### src/rtl/simon_pkg.sv
// simon_pkg: FSM state type, default SIMON32/64 geometry and reference vectors
// shared by the round scheduler and its bench.
package simon_pkg;

   typedef enum logic [1:0] {
      IDLE  = 2'd0,
      KEXP  = 2'd1,
      CRYPT = 2'd2,
      DONE  = 2'd3
   } state_t;

   localparam int SIMON_N = 16;
   localparam int SIMON_M = 4;
   localparam int SIMON_T = 32;
   localparam int SIMON_C = 5;

   // z0 constant sequence; bit j holds z0_j (the published string read left to right).
   localparam logic [61:0] SIMON_Z0 =
      62'b01100111000011010100100010111110110011100001101010010001011111;

   localparam logic [63:0] SIMON_TV_KEY = 64'h1918_1110_0908_0100;
   localparam logic [31:0] SIMON_TV_PT  = 32'h6565_6877;
   localparam logic [31:0] SIMON_TV_CT  = 32'hc69b_e9bb;

endpackage

### src/rtl/simon_round_scheduler_if.sv
// simon_round_scheduler_if: request ports and result channel of the SIMON round scheduler.
// req is a level held until gnt (a one-cycle pulse); a result moves on a posedge where
// outValid and outReady are both high, and outValid/outData/outPort hold until then.
interface simon_round_scheduler_if
   import simon_pkg::*;
#(
   parameter int N = SIMON_N,
   parameter int M = SIMON_M,
   parameter int P = 2
);
   localparam int PW = (P > 1) ? $clog2(P) : 1;

   logic [P-1:0]                req;
   logic [P-1:0]                enc_dec;
   logic [P-1:0][2*N-1:0]       block;
   logic [P-1:0][M-1:0][N-1:0]  key;
   logic [P-1:0]                gnt;
   logic                        outValid;
   logic                        outReady;
   logic [2*N-1:0]              outData;
   logic [PW-1:0]               outPort;
   logic                        busy;

   modport master (
      output req, enc_dec, block, key, outReady,
      input  gnt, outValid, outData, outPort, busy
   );

   modport slave (
      input  req, enc_dec, block, key, outReady,
      output gnt, outValid, outData, outPort, busy
   );
endinterface

### src/rtl/SIMON_keyexpansion.sv
// SIMON_keyexpansion: next key word k[i] from k[i-1], k[i-3], k[i-m] and the z0 bit
// selected by count (= i - m); z0 is the SIMON32/64 sequence.
module SIMON_keyexpansion
   import simon_pkg::*;
#(
   parameter int N = SIMON_N,
   parameter int M = SIMON_M,
   parameter int C = SIMON_C
) (
   input  logic [N-1:0] k_prev,
   input  logic [N-1:0] k_m3,
   input  logic [N-1:0] k_m,
   input  logic [C-1:0] count,
   output logic [N-1:0] oKey
);

   logic [N-1:0] t0, t1;
   logic [5:0]   zi;

   if (M == 4) begin : g_m4
      assign t0 = {k_prev[2:0], k_prev[N-1:3]} ^ k_m3;
   end else begin : g_mx
      assign t0 = {k_prev[2:0], k_prev[N-1:3]};
   end

   assign t1   = t0 ^ {t0[0], t0[N-1:1]};
   assign zi   = 6'(int'(count) % 62);
   assign oKey = ~k_m ^ t1 ^ N'(3) ^ {{(N-1){1'b0}}, SIMON_Z0[zi]};

endmodule

### src/rtl/SIMON_round.sv
// SIMON_round: one Feistel round, {x,y} -> {y ^ f(x) ^ rk, x}.
module SIMON_round #(
   parameter int N = 16
) (
   input  logic [2*N-1:0] blk_in,
   input  logic [N-1:0]   rk,
   output logic [2*N-1:0] blk_out
);

   logic [N-1:0] x, y, fx;

   assign x  = blk_in[2*N-1:N];
   assign y  = blk_in[N-1:0];
   // f(x) = (x <<< 1 & x <<< 8) ^ (x <<< 2)
   assign fx = ({x[N-2:0], x[N-1]} & {x[N-9:0], x[N-1:N-8]}) ^ {x[N-3:0], x[N-1:N-2]};
   assign blk_out = {y ^ fx ^ rk, x};

endmodule

### src/rtl/simon_rr_arbiter.sv
// simon_rr_arbiter: combinational round-robin pick of the first requesting port at or
// after (rr_ptr + 1) mod P; produces a one-hot grant and its index.
module simon_rr_arbiter #(
   parameter int P  = 2,
   parameter int PW = 1
) (
   input  logic          en,
   input  logic [P-1:0]  req,
   input  logic [PW-1:0] rr_ptr,
   output logic [P-1:0]  gnt,
   output logic [PW-1:0] gnt_idx,
   output logic          gnt_any
);

   always_comb begin
      logic [PW-1:0] idx;
      gnt     = '0;
      gnt_idx = '0;
      gnt_any = 1'b0;
      idx     = '0;
      for (int k = 1; k <= P; k++) begin
         idx = PW'((int'(rr_ptr) + k) % P);
         if (en && !gnt_any && req[idx]) begin
            gnt[idx] = 1'b1;
            gnt_idx  = idx;
            gnt_any  = 1'b1;
         end
      end
   end

endmodule

### src/rtl/simon_round_scheduler.sv
// simon_round_scheduler: shares one iterative SIMON core between P round-robin ports.
// Define SIMON_KEY_CACHE_EN to skip key expansion when the key matches the last one.
module simon_round_scheduler
   import simon_pkg::*;
#(
   parameter int N = SIMON_N,
   parameter int M = SIMON_M,
   parameter int T = SIMON_T,
   parameter int C = SIMON_C,
   parameter int P = 2
) (
   input  logic                    clk,
   input  logic                    R,
   simon_round_scheduler_if.slave  bus,
   output state_t                  dbg_state
);

   localparam int PW = (P > 1) ? $clog2(P) : 1;

   state_t              state, state_nx;
   logic [C-1:0]        count;
   logic [PW-1:0]       rr_ptr;
   logic [P-1:0]        arb_gnt;
   logic [PW-1:0]       arb_idx;
   logic                arb_any;
   logic                capture, last, cache_hit;
   logic [2*N-1:0]      sel_block;
   logic [M-1:0][N-1:0] sel_key;
   logic [M-1:0][N-1:0] p_keys;
   logic [N-1:0]        rk [T];
   logic [2*N-1:0]      p, round_out;
   logic [N-1:0]        o_key, round_key;
   logic                mode_enc;

   simon_rr_arbiter #(.P(P), .PW(PW)) u_arb (
      .en      (state == IDLE),
      .req     (bus.req),
      .rr_ptr  (rr_ptr),
      .gnt     (arb_gnt),
      .gnt_idx (arb_idx),
      .gnt_any (arb_any)
   );

   assign sel_block = bus.block[arb_idx];
   assign sel_key   = bus.key[arb_idx];
   assign last      = (count == C'(T - 1));
   assign dbg_state = state;

`ifdef SIMON_KEY_CACHE_EN
   logic                cache_valid;
   logic [M-1:0][N-1:0] cache_key;

   assign cache_hit = cache_valid && (sel_key == cache_key);

   // The key is latched at capture; it only becomes usable once all T round keys exist.
   always_ff @(posedge clk) begin
      if (R) begin
         cache_valid <= 1'b0;
      end else if (capture && !cache_hit) begin
         cache_valid <= 1'b0;
         cache_key   <= sel_key;
      end else if (state == KEXP && last) begin
         cache_valid <= 1'b1;
      end
   end
`else
   assign cache_hit = 1'b0;
`endif

   always_ff @(posedge clk) begin
      if (R) state <= IDLE;
      else   state <= state_nx;
   end

   always_comb begin
      state_nx = state;
      capture  = 1'b0;
      case (state)
         IDLE: begin
            if (arb_any) begin
               capture  = 1'b1;
               state_nx = cache_hit ? CRYPT : KEXP;
            end
         end
         KEXP:    if (last) state_nx = CRYPT;
         CRYPT:   if (last) state_nx = DONE;
         DONE:    if (bus.outReady) state_nx = IDLE;
         default: state_nx = IDLE;
      endcase
   end

   // Decrypt runs the forward round on the half-swapped block with round keys reversed.
   assign round_key = mode_enc ? rk[count] : rk[C'(T - 1) - count];

   SIMON_round #(.N(N)) u_round (
      .blk_in  (p),
      .rk      (round_key),
      .blk_out (round_out)
   );

   SIMON_keyexpansion #(.N(N), .M(M), .C(C)) u_kexp (
      .k_prev (p_keys[M-1]),
      .k_m3   (p_keys[1]),
      .k_m    (p_keys[0]),
      .count  (count),
      .oKey   (o_key)
   );

   always_ff @(posedge clk) begin
      if (R) begin
         count        <= '0;
         rr_ptr       <= PW'(P - 1);
         bus.gnt      <= '0;
         bus.outValid <= 1'b0;
         bus.outData  <= '0;
         bus.outPort  <= '0;
         bus.busy     <= 1'b0;
      end else begin
         bus.gnt  <= capture ? arb_gnt : '0;
         bus.busy <= (state_nx != IDLE);
         if (capture) begin
            rr_ptr      <= arb_idx;
            bus.outPort <= arb_idx;
            count       <= '0;
         end else if (state == KEXP || state == CRYPT) begin
            count <= last ? '0 : count + 1'b1;
         end
         if (state == CRYPT && last) begin
            bus.outValid <= 1'b1;
            bus.outData  <= mode_enc ? round_out : {round_out[N-1:0], round_out[2*N-1:N]};
         end else if (state == DONE && bus.outReady) begin
            bus.outValid <= 1'b0;
         end
      end
   end

   always_ff @(posedge clk) begin
      if (capture) begin
         mode_enc <= bus.enc_dec[arb_idx];
         p        <= bus.enc_dec[arb_idx] ? sel_block : {sel_block[N-1:0], sel_block[2*N-1:N]};
         p_keys   <= sel_key;
      end else if (state == KEXP) begin
         rk[count] <= p_keys[0];
         p_keys    <= {o_key, p_keys[M-1:1]};
      end else if (state == CRYPT) begin
         p <= round_out;
      end
   end

endmodule

### src/flat_wrapper.sv
// flat-port wrapper written by rule: the top's interface ports become plain ports
module simon_round_scheduler_flat import simon_pkg::*;
#(
   parameter int N = SIMON_N,
   parameter int M = SIMON_M,
   parameter int T = SIMON_T,
   parameter int C = SIMON_C,
   parameter int P = 2
)
  (clk, R, dbg_state, bus_req, bus_enc_dec, bus_block, bus_key, bus_outReady, bus_gnt, bus_outValid, bus_outData, bus_outPort, bus_busy);
  simon_round_scheduler_if #(.N(N), .M(M), .P(P)) bus_i ();
  input  logic clk;
  input  logic R;
  output state_t dbg_state;
  input wire logic [$bits(bus_i.req)-1:0] bus_req;
  input wire logic [$bits(bus_i.enc_dec)-1:0] bus_enc_dec;
  input wire logic [$bits(bus_i.block)-1:0] bus_block;
  input wire logic [$bits(bus_i.key)-1:0] bus_key;
  input wire logic [$bits(bus_i.outReady)-1:0] bus_outReady;
  output wire logic [$bits(bus_i.gnt)-1:0] bus_gnt;
  output wire logic [$bits(bus_i.outValid)-1:0] bus_outValid;
  output wire logic [$bits(bus_i.outData)-1:0] bus_outData;
  output wire logic [$bits(bus_i.outPort)-1:0] bus_outPort;
  output wire logic [$bits(bus_i.busy)-1:0] bus_busy;
  assign bus_i.req = bus_req;
  assign bus_i.enc_dec = bus_enc_dec;
  assign bus_i.block = bus_block;
  assign bus_i.key = bus_key;
  assign bus_i.outReady = bus_outReady;
  assign bus_gnt = bus_i.gnt;
  assign bus_outValid = bus_i.outValid;
  assign bus_outData = bus_i.outData;
  assign bus_outPort = bus_i.outPort;
  assign bus_busy = bus_i.busy;
  simon_round_scheduler #(.N(N), .M(M), .T(T), .C(C), .P(P)) u_core (.clk(clk), .R(R), .bus(bus_i), .dbg_state(dbg_state));
endmodule
### config.mk
export PLATFORM = sky130hd
export DESIGN_NAME = simon_round_scheduler_flat
export DESIGN_NICKNAME = d
export VERILOG_FILES = /design/src/rtl/simon_pkg.sv /design/src/rtl/simon_round_scheduler_if.sv /design/src/rtl/SIMON_keyexpansion.sv /design/src/rtl/SIMON_round.sv /design/src/rtl/simon_rr_arbiter.sv /design/src/rtl/simon_round_scheduler.sv /design/src/flat_wrapper.sv
export SDC_FILE = /design/constraint.sdc
export NUM_CORES = 1
export LEC_CHECK = 0
export BUFFER_PORTS_ARGS = -buffer_cell sky130_fd_sc_hd__buf_2
export CORE_MARGIN = 8
export CORE_UTILIZATION = 25
export CTS_CLUSTER_SIZE = 10
export DETAILED_ROUTE_END_ITERATION = 12
export HOLD_SLACK_MARGIN = 0.15
export RECOVER_POWER = 25
export SETUP_SLACK_MARGIN = 0.15
export SYNTH_ARGS = -nofsm -noshare
export SYNTH_HDL_FRONTEND = slang
export SYNTH_SLANG_ARGS = --single-unit
### constraint.sdc
create_clock -name clk -period 5.45 [get_ports clk]
set_input_delay 1.09 -clock clk [delete_from_list [all_inputs] [get_ports clk]]
set_output_delay 1.09 -clock clk [all_outputs]
set_load 0.01 [all_outputs]
# == After elaboration in Yosys (flattened, before gate mapping) ==
# Memory sizes are Yosys's and may differ from the RTL's. A register that Yosys moved wholly into a read port is not among the register bits.
# Cells that the tools add are included.
# totals
mem_bits_ro,64
ramBits,512
mem_count,2
inputBits,199
reg_bits,142
# op_classes
n_reduce_logical,17
magnitude_cmp,6
add_sub_neg,4
n_eq_ne,5
n_div,1
n_mux,44
bitwise_logic,12
# mem_list
memory,words,width,read_ports,rd_clocked_by_memory_dff,wr,line_no,source
u_core.rk,32,16,2,1,1,simon_round_scheduler.sv:30,logic [N-1:0] rk [T];
(name not given),64,1,1,0,0,SIMON_keyexpansion.sv:28,"assign oKey = ~k_m ^ t1 ^ N'(3) ^ {{(N-1){1'b0}}, SIMON_Z0[zi]};"
# ops
op,n
2-to-1 mux 64 bit,4
2-to-1 mux 32 bit,7
XOR 16 bit,6
modulo 6 x 7 -> 32 bit (second input constant),1
2-to-1 mux 1 bit,20
bitwise AND 16 bit,1
2-to-1 mux 16 bit,1
NOT 16 bit,1
XOR 16 x 1 -> 16 bit,1
2-to-1 mux 5 bit,3
2-to-1 mux 2 bit,6
one-hot mux 2 bit (4 select lines),1
nonzero test 2 bit,4
logical AND 1 bit,7
less-than comparator 6 x 7 -> 1 bit (second input constant),1
less-than comparator 1 x 2 -> 1 bit (second input constant),3
adder 5 x 1 -> 5 bit (second input constant),1
== test 5 bit (second input constant),1
subtractor 5 bit (first input constant),1
== test 2 bit (second input constant),2
OR reduction 2 bit,2
adder 1 bit (second input constant),2
demux 1 bit (select 1 bit),2
== test 2 x 1 -> 1 bit (second input constant),1
9 further kinds,10

# == Depth between registers and ports, before layout ==
# logic_depth
word_depth,13
ltp_mapped,12
mapped_depth_nobuf,9

# == By module ==
# A second synthesis with hierarchy kept.
# hier_totals
cells_unflattened,2006
area_unflattened_um2,32590.0
# by_module_without_submodules
mod,seq_area_each_um2,cells_per_inst,n_inst,area_per_inst_um2
simon_round_scheduler,19288.5,1876,1,31348.8
SIMON_round,0.0,64,1,680.7
SIMON_keyexpansion,0.0,59,1,526.8
simon_rr_arbiter,0.0,7,1,33.8

# == Least setup slack after synthesis ==
# OpenSTA, ideal clock, no wires.
# synth_path
kind,input -> register
start,input bus_req[0]
end,register u_core.p[0] (enable)
path_stages,6
arrival_ns,3.296
required_time_ns,5.029
path_slack_ns,1.733
path_cell_list,o21ai_1 > inv_1 > clkbuf_1 > clkbuf_1 > nor2_1 > nor2_1
# synth_between
elab_chain_len,12
elab_cells_between_ends,15
# synth_rtl
item,line_no,source
start: declaration,flat_wrapper.sv:15,input wire logic [$bits(bus_i.req)-1:0] bus_req;
2-to-1 mux 1 bit (implied by the code) (2 in a row),simon_rr_arbiter.sv:23,if (en && !gnt_any && req[idx]) begin
logical AND 1 bit,simon_rr_arbiter.sv:23,
2-to-1 mux 1 bit,simon_rr_arbiter.sv:23,
zero test 1 bit,simon_rr_arbiter.sv:23,
logical AND 1 bit (2 in a row),simon_rr_arbiter.sv:23,
2-to-1 mux 1 bit (*),simon_rr_arbiter.sv:23,
2-to-1 mux 1 bit (*),simon_round_scheduler.sv:80,if (arb_any) begin
2-to-1 mux 1 bit (*),simon_round_scheduler.sv:78,case (state)
inequality test 2 x 1 -> 1 bit (no source line) / nonzero test 2 bit (equally long branches),-,
AND reduction 2 bit (no source line) (*),-,
end signal: assignment,simon_round_scheduler.sv:140,"p <= bus.enc_dec[arb_idx] ? sel_block : {sel_block[N-1:0], sel_block[2*N-1:N]};"
end signal: assignment,simon_round_scheduler.sv:146,p <= round_out;
end: declaration,simon_round_scheduler.sv:31,"logic [2*N-1:0] p, round_out;"
# Every way passes the cells marked *; elsewhere a longest branch is shown, timed or not. The select of a mux whose other input is x is not followed.
# A chain may end at the register's enable or synchronous reset.

==> qor.csv <==
stage,metric,value,unit
timing,post-route-period-util,62.3,%
timing,max_freq,294,MHz
floorplanning,start_util,25.2,%
timing,fin_setup_tns,0,ns
critical_path,cp_max_fo,24,
timing,drv_slew,204,
yosys,synth_ff_type,edfxtp_1,
yosys,synth_top_cell_by_area,edfxtp_1,
timing,worst_pin_slew,2.05,ns
timing,rsz0062_at_grt,false,
clock_network,clk_pin_slew,0.06,ns
yosys,synth.area.top_cells,"edfxtp_1 55%, mux2i_1 12%, mux4_2 5.2%",
floorplanning,chipHeight,380,microns
drt,ant_nets,0,
floorplanning,die_w,380,microns
placed_design,hpwlAfterDp,77.0,mm
clock_network,cts.sinks,659,
floorplanning,row_count,133,
power,cellPowerDensity,479,nW/um^2
yosys,synth.most_common_cell,edfxtp_1,
global_routing,grt_max_degree,90,
drt,wl_per_cell,25.7,microns
critical_path,worstSetupPathType,reg2reg,
yosys,syn-num-nets,2739,
drt,avgViaCountPerCell,5.25,
power,pwr-share-comb,32.0,%
clock_network,clk_path_buf_depth,3,
layout,area_growth,16.6,%
global_routing,grt_overflow,0,
drt,drc_errors,0,
power,power.share.clock,25.5,%
global_routing,grt_pass1_vias,23000,
layout,regArea,19300,sq um
drt,first_pass_iters,6,
yosys,synth_edf_count,609,
critical_path,start_kind,flop,
yosys,synth_top_area_share,55.4,%
clock_network,post_cts_buffers,0,
timing,min_period,3.40,ns
clock_network,cts_buffers,77,
timing,skew,0.0309,ns
yosys,synth_area_per_cell,13.1,sq um
layout,drive_above_1_share,19.9,%
critical_path,cp-end-kind,flop,
flow_run,max_cap_violations,6,
clock_network,cts_tree,built,
floorplanning,die_area,144000,sq um
power,ir_worst_vdd,0.000344,V
layout,nFillCells,13200,
floorplanning,io_pins,238,
layout,nets,2933,
clock_network,root_buffer,clkbuf_16,
power,swShare,35.7,%
clock_network,cts-hold-fix-buffers,0,
outcome,violations,"max-capacitance violations, max-slew violations",
yosys,yosysUniqueCellTypes,54,
drt,vias,23800,
critical_path,worst_ep_arrival_time,3.76,ns
critical_path,worstPathRequired,5.81,ns
yosys,seq_area_frac_synth,58.4,%
yosys,synth_seq_cells,659,
timing,max_slew_margin,-37.0,%
drt,drtIter0Drc,3304,
power,power_frac_seq,42.5,%
timing,setup_viol,0,
yosys,netlist_area,33000,sq um
drt,wirelength,116,mm
clock_network,insertion_delay,0.65,ns
placed_design,portBuffers,237,
outcome,status,finished with violations,
timing,hold_violations,0,
clock_network,htree_levels,3,
floorplanning,core,131000,sq um
power,p_leak,0.0121,uW
yosys,synthCells,2530,
placed_design,place.gp.congestion,0.858,
global_routing,antenna_found_initial,9,
yosys,async_flop_share,0,%
global_routing,grt.total_usage,15.2,%
min_path,min_path_type,reg2reg,
power,p_sw,6600,uW
global_routing,grt_pass1_wl,165,mm
power,p_int,11900,uW
power,p_total,18500,uW
yosys,ys_warn_count,0,
layout,multi_input_area,13200,sq um
clock_network,cts_resized,0,
yosys,synthTopCellsByCount,"609 x edfxtp_1, 408 x mux2i_1, 278 x nand2_1, 168 x a22oi_1, 147 x nor2_1",
registers in the layout, summed over array words and instances (netlist names), 2 cells and up, named ones only:
name	count
u_core.rk	512
u_core.p_keys	64
u_core.bus.outData	32
u_core.p	32
u_core.count	5
u_core.bus.gnt	2
u_core.dbg_state	2
layer usage:
metal,wire [microns],GRT usage [%],part of all wire [%]
met5,13,0,0.011
met4,3800,5.29,3.3
met3,10900,3.08,9.4
met2,53300,23.8,46
met1,48400,21.0,42
cell type report:
class,count,area share [%]
Clock buffer,114,5.53
Timing Repair Buffer,291,4.19
Inverter,9,0.0942
Clock inverter,8,0.172
Tap cell,1755,5.70
Sequential cell,659,50.1
Antenna cell,1,0.00650
Multi-Input combinational cell,1686,34.2
layout by cell type, fill, tap and decap left out, types with 4 or more instances in the layout:
| cell | instances |
|---|---|
| mux2_2 | 16 |
| xnor2_1 | 99 |
| xor2_1 | 29 |
| ha_1 | 10 |
| mux4_2 | 77 |
| nor3_1 | 11 |
| nand2_1 | 278 |
| buf_12 | 4 |
| o21ai_2 | 12 |
| edfxtp_1 | 609 |
| o21ai_0 | 42 |
| o211ai_1 | 5 |
| a31oi_1 | 64 |
| buf_2 | 237 |
| a22oi_1 | 168 |
| a211oi_2 | 11 |
| dfxtp_1 | 45 |
| mux2i_1 | 408 |
| nand3_1 | 63 |
| nor2b_1 | 14 |
| nor2_2 | 4 |
| a21oi_1 | 91 |
| nor2_4 | 32 |
| nand4_1 | 30 |
| clkbuf_16 | 79 |
| clkbuf_1 | 40 |
| inv_1 | 7 |
| o22ai_1 | 29 |
| nand4_2 | 6 |
| buf_4 | 43 |
| nor2_1 | 112 |
| clkinv_1 | 4 |
| nand2b_1 | 8 |
| o21ai_1 | 23 |
critical path, stage by stage, from the launching register on:
cell,delay [ns]
dfxtp_1,0.67
nor2b_4,0.62
buf_4,0.47
buf_4,0.37
a21oi_1,0.12
nand3_1,0.11
nand4_1,0.29
o21ai_2,0.23
xnor2_1,0.13
a21oi_1,0.08
power groups by stage:
stage	Clock [uW]	Sequential [uW]	Combinational, uW
after floorplan	0	7530	4130
after global placement	0	7880	5860
after detailed placement	0	7890	5850
after CTS	4740	7790	5880
after global routing	4920	7910	6310
final	4720	7850	5900
worst paths after layout:
path,startpoint,end,slack (ns),cells past startpoint
worst max-delay path,flop,u_core.p[25]$_DFFE_PP_,2.05,9
worst min-delay path,u_core.bus.outPort$_SDFFE_PP0P_,u_core.bus.outPort$_SDFFE_PP0P_,0.47,2
worst max register to register,flop,u_core.p[25]$_DFFE_PP_,2.05,9
worst min register to register,u_core.bus.outPort$_SDFFE_PP0P_,u_core.bus.outPort$_SDFFE_PP0P_,0.47,2
kinds of logic after synthesis:
| kind of cell | count (synthesis) | share of synthesized area [%] |
|---|---|---|
| xor gates and xnor gates | 128 | 3.39 |
| adders and majority gates | 10 | 0.379 |
| DFF | 659 | 58.4 |
| buffers and inverters | 185 | 2.66 |
| muxes | 501 | 18.2 |
| AOI/OAI and AO/OA | 458 | 9.14 |
| and+or+nand+nor | 589 | 7.89 |
stage by stage:
| step | util (%) | setup slack, ns | hold WS [ns] | instances | cell area [sq um] |
|---|---|---|---|---|---|
| 2_1_floorplan | - | 1.73 | 0.464 | 2530 | 33000 |
| 3_3_place_gp | 27.7 | 1.77 | 0.448 | 4400 | 36300 |
| 3_5_place_dp | 27.7 | 1.76 | 0.458 | 4400 | 36300 |
| 4_1_cts | 29.4 | 2.11 | 0.466 | 4522 | 38500 |
| 5_1_grt | 29.3 | 1.90 | 0.485 | 4523 | 38500 |
| 6_report | 29.3 | 2.05 | 0.467 | 4523 | 38500 |
Note: power is estimated with default switching activity, not from simulation.
